[config.mk]
export PLATFORM = sky130hd
export DESIGN_NAME = alu_arbiter_seq
export DESIGN_NICKNAME = d
export VERILOG_FILES = /design/src/rtl/alu_pkg.sv /design/src/rtl/alu_core.sv /design/src/rtl/alu_arbiter_seq.sv
export SDC_FILE = /design/constraint.sdc
export NUM_CORES = 1
export LEC_CHECK = 0
export CAP_MARGIN = 15
export CORE_AREA = 5 5 95 97
export DETAILED_ROUTE_END_ITERATION = 8
export DIE_AREA = 0 0 100 102
export MAX_ROUTING_LAYER = met4
export PLACE_DENSITY = 0.94
export SLEW_MARGIN = 40
export SYNTH_ARGS = -nofsm -noshare
export SYNTH_HDL_FRONTEND = slang
export SYNTH_SLANG_ARGS = --single-unit
[constraint.sdc]
create_clock -name clk -period 14.55 [get_ports clk]
set_input_delay 2.91 -clock clk [delete_from_list [all_inputs] [get_ports clk]]
set_output_delay 2.91 -clock clk [all_outputs]
set_load 0.01 [all_outputs]
[src/rtl/alu_pkg.sv]
// Shared definitions for the arbitrated ALU sequencer.
//   - alu_op_e    : 4-bit opcode encoding
//   - alu_state_e : sequencer FSM states
//   - FLAG_*      : bit positions inside the {z,c,n,v} flag register
//   - MUL_ITER_DEF: default shift-add iteration count (operand width)
package alu_pkg;

    localparam int MUL_ITER_DEF = 8;

    localparam int FLAG_Z = 3;
    localparam int FLAG_C = 2;
    localparam int FLAG_N = 1;
    localparam int FLAG_V = 0;

    typedef enum logic [3:0] {
        OP_ADD    = 4'b0010,
        OP_SUB    = 4'b0011,
        OP_SHL    = 4'b0100,
        OP_SHR    = 4'b0101,
        OP_AND    = 4'b0110,
        OP_OR     = 4'b0111,
        OP_XOR    = 4'b1000,
        OP_POPCNT = 4'b1001,
        OP_CMP    = 4'b1010,
        OP_MUL    = 4'b1011
    } alu_op_e;

    typedef enum logic [1:0] {
        ST_IDLE = 2'd0,
        ST_EXEC = 2'd1,
        ST_MUL  = 2'd2,
        ST_RESP = 2'd3
    } alu_state_e;

endpackage

[src/rtl/alu_core.sv]
// Combinational single-cycle ALU datapath with flag generation.
// Ports:
//   op        in  4  opcode (MUL is not handled here; it is sequenced
//                    by the top using this block's ADD path)
//   a, b      in  8  accumulator / register operand
//   flags_in  in  4  current {z,c,n,v}, passed through for illegal opcodes
//   data      out 8  result
//   flags_out out 4  new {z,c,n,v}
module alu_core
    import alu_pkg::*;
(
    input  logic [3:0] op,
    input  logic [7:0] a,
    input  logic [7:0] b,
    input  logic [3:0] flags_in,
    output logic [7:0] data,
    output logic [3:0] flags_out
);

    logic [8:0] sum;
    logic [8:0] diff;
    logic [3:0] ones;
    logic       zn_from_data;

    always_comb begin
        sum          = {1'b0, a} + {1'b0, b};
        diff         = {1'b0, a} - {1'b0, b};
        ones         = 4'd0;
        for (int i = 0; i < 8; i++) begin
            ones = ones + 4'(b[i]);
        end
        data         = 8'h00;
        flags_out    = 4'h0;
        zn_from_data = 1'b1;

        case (op)
            OP_ADD: begin
                data              = sum[7:0];
                flags_out[FLAG_C] = sum[8];
                flags_out[FLAG_V] = (a[7] == b[7]) && (sum[7] != a[7]);
            end
            OP_SUB: begin
                // diff[8] is the unsigned borrow
                data              = diff[7:0];
                flags_out[FLAG_C] = diff[8];
                flags_out[FLAG_V] = (a[7] != b[7]) && (diff[7] != a[7]);
            end
            OP_SHL:    data = (b >= 8'd8) ? 8'h00 : (a << b[2:0]);
            OP_SHR:    data = (b >= 8'd8) ? 8'h00 : (a >> b[2:0]);
            OP_AND:    data = a & b;
            OP_OR:     data = a | b;
            OP_XOR:    data = a ^ b;
            OP_POPCNT: data = {4'h0, ones};
            OP_CMP: begin
                data              = a;
                zn_from_data      = 1'b0;
                flags_out[FLAG_Z] = (a == b);
                flags_out[FLAG_N] = diff[8];
            end
            default: begin
                // illegal: zero result, flag register left untouched
                data         = 8'h00;
                zn_from_data = 1'b0;
                flags_out    = flags_in;
            end
        endcase

        if (zn_from_data) begin
            flags_out[FLAG_Z] = (data == 8'h00);
            flags_out[FLAG_N] = data[7];
        end
    end

endmodule

[src/rtl/alu_arbiter_seq.sv]
// Two-requester round-robin front end to a small sequenced ALU.
// Single-cycle ops go through EXEC; MUL is a shift-add loop through the
// same core's ADD path. Result is held in RESP until consumed.
// Ports:
//   clk, rst_n            clock, async active-low reset
//   req_valid[1:0]        per-requester request valid
//   req_ready[1:0]        per-requester accept (one-hot or zero)
//   req_op0/1, req_a0/1, req_b0/1   opcode and operands per requester
//   rsp_valid/rsp_ready   result handshake
//   rsp_id, rsp_data      owner and value of the result
//   flags                 {z,c,n,v} flag register
//   busy                  high whenever the FSM is not idle
//
// state   | meaning
// --------+-----------------------------------------------------------
// ST_IDLE | waiting for a request; the only state that grants
// ST_EXEC | one cycle: single-cycle result and flags are registered
// ST_MUL  | MUL_ITER cycles of shift-add; last one registers result
// ST_RESP | response held until rsp_ready
module alu_arbiter_seq
    import alu_pkg::*;
#(
    parameter int MUL_ITER = MUL_ITER_DEF
) (
    input  logic       clk,
    input  logic       rst_n,
    input  logic [1:0] req_valid,
    output logic [1:0] req_ready,
    input  logic [3:0] req_op0,
    input  logic [3:0] req_op1,
    input  logic [7:0] req_a0,
    input  logic [7:0] req_a1,
    input  logic [7:0] req_b0,
    input  logic [7:0] req_b1,
    output logic       rsp_valid,
    input  logic       rsp_ready,
    output logic       rsp_id,
    output logic [7:0] rsp_data,
    output logic [3:0] flags,
    output logic       busy
);

    localparam int CNT_W = (MUL_ITER > 1) ? $clog2(MUL_ITER) : 1;

    alu_state_e       state_q, state_d;
    logic             last_q, last_d;
    logic [3:0]       op_q, op_d;
    logic [7:0]       a_q, a_d;
    logic [7:0]       b_q, b_d;
    logic             id_q, id_d;
    logic [CNT_W-1:0] cnt_q, cnt_d;
    logic [7:0]       prod_q, prod_d;
    logic             ovf_q, ovf_d;
    logic             rsp_valid_q, rsp_valid_d;
    logic             rsp_id_q, rsp_id_d;
    logic [7:0]       rsp_data_q, rsp_data_d;
    logic [3:0]       flags_q, flags_d;

    logic             grant;
    logic [1:0]       ready_vec;
    logic             accept;
    logic [3:0]       sel_op;
    logic [CNT_W-1:0] mul_idx;
    logic [15:0]      term16;
    logic             term_hi_nz;
    logic             mul_ovf;
    logic [3:0]       mul_flags;
    logic [3:0]       core_op;
    logic [7:0]       core_a;
    logic [7:0]       core_b;
    logic [7:0]       core_data;
    logic [3:0]       core_flags;

    always_comb begin
        case (req_valid)
            2'b01:   grant = 1'b0;
            2'b10:   grant = 1'b1;
            2'b11:   grant = ~last_q;
            default: grant = 1'b0;
        endcase
        ready_vec[0] = (state_q == ST_IDLE) && req_valid[0] && !grant;
        ready_vec[1] = (state_q == ST_IDLE) && req_valid[1] && grant;
    end

    assign accept    = |ready_vec;
    // state_q already reads IDLE during reset, so gate to keep ready low
    assign req_ready = ready_vec & {2{rst_n}};
    assign sel_op    = grant ? req_op1 : req_op0;

    // MUL bit index counts up while the iteration counter counts down
    assign mul_idx    = CNT_W'(MUL_ITER - 1) - cnt_q;
    assign term16     = {8'h00, a_q} << mul_idx;
    // a shifted term with bits above the byte already means product > 255
    assign term_hi_nz = b_q[mul_idx] && (term16[15:8] != 8'h00);

    always_comb begin
        if (state_q == ST_MUL) begin
            core_op = OP_ADD;
            core_a  = prod_q;
            core_b  = b_q[mul_idx] ? term16[7:0] : 8'h00;
        end else begin
            core_op = op_q;
            core_a  = a_q;
            core_b  = b_q;
        end
    end

    alu_core u_core (
        .op        (core_op),
        .a         (core_a),
        .b         (core_b),
        .flags_in  (flags_q),
        .data      (core_data),
        .flags_out (core_flags)
    );

    always_comb begin
        mul_ovf           = ovf_q | core_flags[FLAG_C] | term_hi_nz;
        mul_flags         = 4'h0;
        mul_flags[FLAG_Z] = (core_data == 8'h00);
        mul_flags[FLAG_C] = mul_ovf;
        mul_flags[FLAG_N] = core_data[7];
    end

    always_comb begin
        state_d     = state_q;
        last_d      = last_q;
        op_d        = op_q;
        a_d         = a_q;
        b_d         = b_q;
        id_d        = id_q;
        cnt_d       = cnt_q;
        prod_d      = prod_q;
        ovf_d       = ovf_q;
        rsp_valid_d = rsp_valid_q;
        rsp_id_d    = rsp_id_q;
        rsp_data_d  = rsp_data_q;
        flags_d     = flags_q;

        case (state_q)
            ST_IDLE: begin
                if (accept) begin
                    last_d  = grant;
                    id_d    = grant;
                    op_d    = sel_op;
                    a_d     = grant ? req_a1 : req_a0;
                    b_d     = grant ? req_b1 : req_b0;
                    prod_d  = 8'h00;
                    ovf_d   = 1'b0;
                    cnt_d   = CNT_W'(MUL_ITER - 1);
                    state_d = (sel_op == OP_MUL) ? ST_MUL : ST_EXEC;
                end
            end
            ST_EXEC: begin
                rsp_data_d  = core_data;
                flags_d     = core_flags;
                rsp_id_d    = id_q;
                rsp_valid_d = 1'b1;
                state_d     = ST_RESP;
            end
            ST_MUL: begin
                prod_d = core_data;
                ovf_d  = mul_ovf;
                if (cnt_q == '0) begin
                    rsp_data_d  = core_data;
                    flags_d     = mul_flags;
                    rsp_id_d    = id_q;
                    rsp_valid_d = 1'b1;
                    state_d     = ST_RESP;
                end else begin
                    cnt_d = cnt_q - 1'b1;
                end
            end
            ST_RESP: begin
                if (rsp_ready) begin
                    rsp_valid_d = 1'b0;
                    state_d     = ST_IDLE;
                end
            end
            default: state_d = ST_IDLE;
        endcase
    end

    always_ff @(posedge clk or negedge rst_n) begin
        if (!rst_n) begin
            state_q     <= ST_IDLE;
            last_q      <= 1'b1;
            op_q        <= 4'h0;
            a_q         <= 8'h00;
            b_q         <= 8'h00;
            id_q        <= 1'b0;
            cnt_q       <= '0;
            prod_q      <= 8'h00;
            ovf_q       <= 1'b0;
            rsp_valid_q <= 1'b0;
            rsp_id_q    <= 1'b0;
            rsp_data_q  <= 8'h00;
            flags_q     <= 4'h0;
        end else begin
            state_q     <= state_d;
            last_q      <= last_d;
            op_q        <= op_d;
            a_q         <= a_d;
            b_q         <= b_d;
            id_q        <= id_d;
            cnt_q       <= cnt_d;
            prod_q      <= prod_d;
            ovf_q       <= ovf_d;
            rsp_valid_q <= rsp_valid_d;
            rsp_id_q    <= rsp_id_d;
            rsp_data_q  <= rsp_data_d;
            flags_q     <= flags_d;
        end
    end

    assign rsp_valid = rsp_valid_q;
    assign rsp_id    = rsp_id_q;
    assign rsp_data  = rsp_data_q;
    assign flags     = flags_q;
    assign busy      = (state_q != ST_IDLE);

endmodule

==> flow_metrics.tcl <==
set metrics [dict create \
    final_util_pct 68.58 \
    outcome "complete, no violations" \
    fin_nets 697 \
    place_area_mm2 0.005400 \
    ys_seq_area_share_pct 26.37 \
    setup_tns_ps 0 \
    yosys_warnings 0 \
    crit_top_cell "clkdlybuf4s50_1" \
    wl_per_cell_um 20.35 \
    synthCells 564 \
    cts_resized 0 \
    die_x_um 100 \
    routabilityCongestion 1.106 \
    hp-class "reg2reg" \
    slowest_delay_ps 540 \
    gr-total-overflow 0 \
    viasPerCell 6.606 \
    hold_viol 0 \
    finClkSkew_ps 5.288 \
    synthesis.nets 652 \
    cts_max_level 2 \
    grt_pass1_wl_um 23650 \
    synth_edf_count 0 \
    finalMaxSlewViolations 0 \
    worstMarginPinSlew_ps 897.3 \
    antennaDiodeCount 0 \
    die_h_um 102 \
    drcViolationCount 0 \
    clockBufferDepth 2 \
    max_clock_freq_ghz 0.1372 \
    core-area_mm2 0.008051 \
    hpwl_um 11280 \
    min_period_ps 7289 \
    final_area_mm2 0.005522 \
    ant_nets 0 \
    max_slew_margin_pct 38.47 \
    ys.flop_type "dfrtp_1" \
    path_clk_slew_ps 100 \
    setup_viol 0 \
    io_buffers 61 \
    cts_hold_buf 0 \
    grt_pass1_vias 4704 \
    cp_max_fo 4 \
    ys_types 63 \
    critPathRequiredTime_ps 11640 \
    period_share_pct 50.10 \
    drt_iter0_drc 383 \
    path_cells "clkdlybuf4s50_1 -> a21boi_2 -> and3_1 -> clkdlybuf4s50_1" \
    cts_sinks 50 \
    cts_buffers 5 \
    synth_area_mm2 0.004750 \
    drive_gt1_share_pct 7.049 \
    grt.total_usage_pct 29.93 \
    floorplan.initialDensity_pct 58.99 \
    cap_violations 0 \
    crit_type "in2out" \
    syn_area_per_cell_um2 8.421 \
    ioPinCount 62 \
    cts_tree "built" \
    via_count 4723 \
    cp_data_arrival_time_ps 4380 \
    synthToLayoutAreaGrowth_pct 16.25 \
    synth_seq_cells 50 \
    crit_path_end_kind "primary output" \
    die-area_mm2 0.01020 \
    firstDrtPassIters 5 \
    grt_max_degree 53 \
    clockRootBuffer "clkbuf_8" \
    rsz0062_at_grt "no" \
    clk_latency_ps 310 \
    crit_slowest_cell "clkdlybuf4s50_1" \
    rows 33 \
    post_cts.repair.setup_buffers 0 \
    antenna_found_initial 0 \
    worstSetupStartpointType "input pin" \
    async_reset_ff_share_pct 100.0 \
    routed_wl_um 14550 \
]
area by class of cell:
class                   count  area [um2]
inverters                  42       157.7
clock inverters             2       38.79
flip-flops and latches     50        1252
multi-input cells         443        3202
fillers                   620        2530
well taps                 105       131.4
repair buffers             67       656.9
clock buffers               6       82.58
state kept, by name, summed over array words and instances (netlist names), 2 cells and up:
register and flops:
a_q 8, b_q 8, flags 4, op_q 4, prod_q 8, state_q 2
rsp_data 8, cnt_q 3
per-stage QoR:
stage	hold slack, ps	setup slack [ps]	cells
floorplan	444.4	7623	564
global placement	459.1	7049	706
detailed placement	477.3	7259	707
CTS	502.1	7254	715
global route	517.9	7195	715
finish	504.9	7261	715
Yosys cell counts (4+ instances only):
master	number	area share, %
a211oi_1	5	0.79
a21o_1	5	0.79
a21oi_1	40	4.2
a22o_1	6	1.1
a22oi_1	6	0.95
a31oi_1	8	1.1
and2_1	5	0.66
and3_1	6	0.79
buf_2	5	0.53
clkbuf_1	18	1.4
dfrtp_1	49	26
fa_1	6	2.5
ha_1	37	9.7
inv_1	40	3.2
mux2_2	17	4.0
mux2i_1	36	7.6
nand2_1	59	4.7
nand2b_1	5	0.66
nand3_1	9	0.95
nand4_1	4	0.53
nor2_1	33	2.6
nor2b_1	7	0.92
nor3_1	5	0.53
o211ai_1	7	1.1
o21a_1	5	0.79
o21ai_0	56	5.9
o21ai_1	4	0.42
o21bai_1	9	1.4
o22ai_1	6	0.79
o32ai_1	5	0.92
xnor2_1	10	1.8
routing by layer:
layer / up-vias / track usage (%) / wire [um]
met5: - / - / 0
met4: 0 / 15.44 / 711
met3: 62 / 3.686 / 1272
met2: 309 / 49.46 / 7060
met1: 2210 / 36.09 / 5503
li1: 2142 / - / -
cells by family (layout without fill, tap and decap cells):
logic type,Yosys count,count (layout),synth area share (%)
AOI/OAI and AO/OA,192,192,26.05
xor gates and xnor gates,11,11,2.028
adders and majority gates,43,43,12.28
buffers and inverters,71,117,6.375
DFF,50,50,26.37
muxes,57,57,13.36
and+or+nand+nor,140,140,13.54
cells in the final DEF (no fill, tap or decap), types with 6 or more instances in the layout:
master | synthesis | layout
a21oi_1 | 40 | 40
a22o_1 | 6 | 6
a22oi_1 | 6 | 6
a31oi_1 | 8 | 8
and3_1 | 6 | 6
buf_4 | 2 | 6
clkbuf_8 | 0 | 6
clkdlybuf4s50_1 | 0 | 60
dfrtp_1 | 49 | 49
fa_1 | 6 | 6
ha_1 | 37 | 37
inv_1 | 40 | 40
mux2_2 | 17 | 17
mux2i_1 | 36 | 36
nand2_1 | 59 | 59
nand3_1 | 9 | 9
nor2_1 | 33 | 33
nor2b_1 | 7 | 7
o211ai_1 | 7 | 7
o21ai_0 | 56 | 56
o21bai_1 | 9 | 9
o22ai_1 | 6 | 6
xnor2_1 | 10 | 10
critical path, delay by kind of cell:
family,cells,cell delay [ps]
buffers and inverters,2,1070
AOI/OAI and AO/OA,1,220
and+or+nand+nor,1,170
path summary, 6_finish.rpt:
path / to / startpoint / slack, ps / cells past startpoint
setup / recovery: req_ready[1] / req_valid[1] / 7260 / 4
hold / removal: rsp_data[6] / rsp_data[6] / 500 / 2
hold reg to reg: rsp_data[6] / rsp_data[6] / 500 / 2
max in group asynchronous: rsp_data[4] / rst_n / 11520 / 1
min in group asynchronous: rsp_id / rst_n / 2610 / 1
setup reg to reg: flags[3] / state_q[0] / 8520 / 21
Power is not shown: default switching activity piles up to over one toggle a cycle in this logic, so the estimate is an artifact.
==> patch: new RTL, config.mk and constraints unchanged <==
Remove the case item `OP_SHR` of the case on `op`.
--- a/src/rtl/alu_core.sv
+++ b/src/rtl/alu_core.sv
@@ -46,7 +46,6 @@
                 flags_out[FLAG_V] = (a[7] != b[7]) && (diff[7] != a[7]);
             end
             OP_SHL:    data = (b >= 8'd8) ? 8'h00 : (a << b[2:0]);
-            OP_SHR:    data = (b >= 8'd8) ? 8'h00 : (a >> b[2:0]);
             OP_AND:    data = a & b;
             OP_OR:     data = a | b;
             OP_XOR:    data = a ^ b;
Check against the original RTL: not equivalent (a bounded check fails within 4 cycles, from zero or initial values and one cycle with rst_n low).
==> patch against the unedited design <==
Maximum frequency fell by 1.1%. Wire length decreased by 3.5%. Sequential cell count is the same. Area after synthesis fell by 2.5%. Setup slack worse by 81 ps. Register-to-register slack improved by 390 ps. Count of clock-buffer cells in the layout shrank 1. Critical path depth did not move. Die area unchanged. Cell area decreased by 2.2%. Non-clock buffer count fell by 2.
Power is left out: the tool's default activity adds up to more than one toggle a clock period on the data nets, which glitch-free logic cannot reach.
==> patch: results (changes against the unedited design) <==
| Metric | Value |
|---|---|
| Sequential area share after synthesis | 0.270 (was 0.264) |
| Worst R2R Path Depth | 15 (was 21) |
| CTS buffer count | 5 (unchanged) |
| EDFF count, synth | 0 (unchanged) |
| Mapped cell area | 0.00463 mm2 (was 0.00475 mm2) |
| Final layout net count | 680 (was 697) |
| Post-Route Skew | 11.8 ps (was 5.29 ps) |
| Synth top cells by count | nand2_1 (63), o21ai_0 (57), dfrtp_1 (49) (was nand2_1 (59), o21ai_0 (56), dfrtp_1 (49)) |
| Routability cong. | 1.03 (was 1.11) |
| GRT Resource Usage Total | 0.285 (was 0.299) |
| Synth cell types | 80 (was 63) |
| RR Startpoint | cnt_q[0] (was state_q[0]) |
| DR vias | 4543 (was 4723) |
| Setup slack at placement | 7170 ps (was 7260 ps) |
| Worst Hold Depth | 2 (unchanged) |
| CP arrival | 4460 ps (was 4380 ps) |
| Status | finished, final reports clean (unchanged) |
| Most used DFF post-synth | dfrtp_1 (unchanged) |
| Post-CTS setup buffers | 0 (unchanged) |
| Met1 WL | 5.57 mm (was 5.50 mm) |
| Routed wl met3 | 876 um (was 1.27 mm) |
| DRT iter0 DRCs | 409 (was 383) |
| Metal2 WL | 6.73 mm (was 7.06 mm) |
| Hold path start | rsp_data[4] (was rsp_data[6]) |
| Hold Crit Class | register to register (unchanged) |
| First-pass GRT wire length | 22.4 mm (was 23.6 mm) |
| Routed len/inst | 20.1 um (was 20.3 um) |
| Layout cells sized above 1 | 0.0689 (was 0.0705) |
| Top cells by area, synth | dfrtp_1 (26%), ha_1 (9.5%), mux2i_1 (7.6%) (was dfrtp_1 (26%), ha_1 (9.7%), mux2i_1 (7.6%)) |
| HPWL after DPL | 10.8 mm (was 11.3 mm) |
| H-tree Lvls | 2 (unchanged) |
| Reg2reg setup slack | 8910 ps (was 8520 ps) |
| Post-Syn Nets | 635 (was 652) |
| Worst Tran Pin Value | 848 ps (was 897 ps) |
| Hold path endpoint | rsp_data[4] (was rsp_data[6]) |
| Ys async rst share | 1.00 (unchanged) |
patch: worst max-delay path, stage by stage:
cell and delay (ps):
clkdlybuf4s50_1 570, a21boi_2 260, and3_1 180, clkdlybuf4s50_1 540
patch: cells by family (layout without fill, tap and decap cells):
kind of cell / count (synthesis) / count (layout) / share of synthesized area
AO/OA/AOI/OAI: 173 / 173 / 0.249
flip-flops: 50 / 50 / 0.270
adder cells (fa/ha/maj): 41 / 41 / 0.121
XOR/XNOR: 3 / 3 / 0.00568
buffers and inverters: 70 / 116 / 0.0627
AND/OR/NAND/NOR: 164 / 164 / 0.175
multiplexers: 48 / 48 / 0.117
patch: final cells by class:
cell class                 count  area [um2]
timing repair buffer          65         638
multi-input combinational    429        3100
clock inverter                 3        47.5
clock buffer                   5        68.8
sequential                    50        1250
fill                         632        2650
tap                          105         131
inverter                      43         164
patch: routing by layer:
layer,GRT usage,up-vias
met3,0.0307,63
met4,0.169,0
li1,-,2078
met5,-,-
met1,0.336,2158
met2,0.474,244
patch: worst max-delay path by stage:
stage | startpoint | endpoint | slack [ps] | cells past startpoint
after floorplan | req_valid[1] | req_ready[1] | 7620 | 3
after global placement | rst_n | req_ready[0] | 7030 | 4
after detailed placement | req_valid[1] | req_ready[1] | 7170 | 4
after CTS | req_valid[1] | req_ready[1] | 7170 | 4
after global routing | req_valid[1] | req_ready[1] | 7150 | 4
final | req_valid[1] | req_ready[1] | 7180 | 4
patch: metrics by stage:
step                      hold slack, ps  utilization  area (um2)  std cells
after floorplan                      444            -        4630        549
after global placement               462        0.656        5280        692
after detailed placement             474        0.656        5280        692
after CTS                            497        0.670        5400        700
after global routing                 524        0.670        5400        700
final                                495        0.670        5400        700
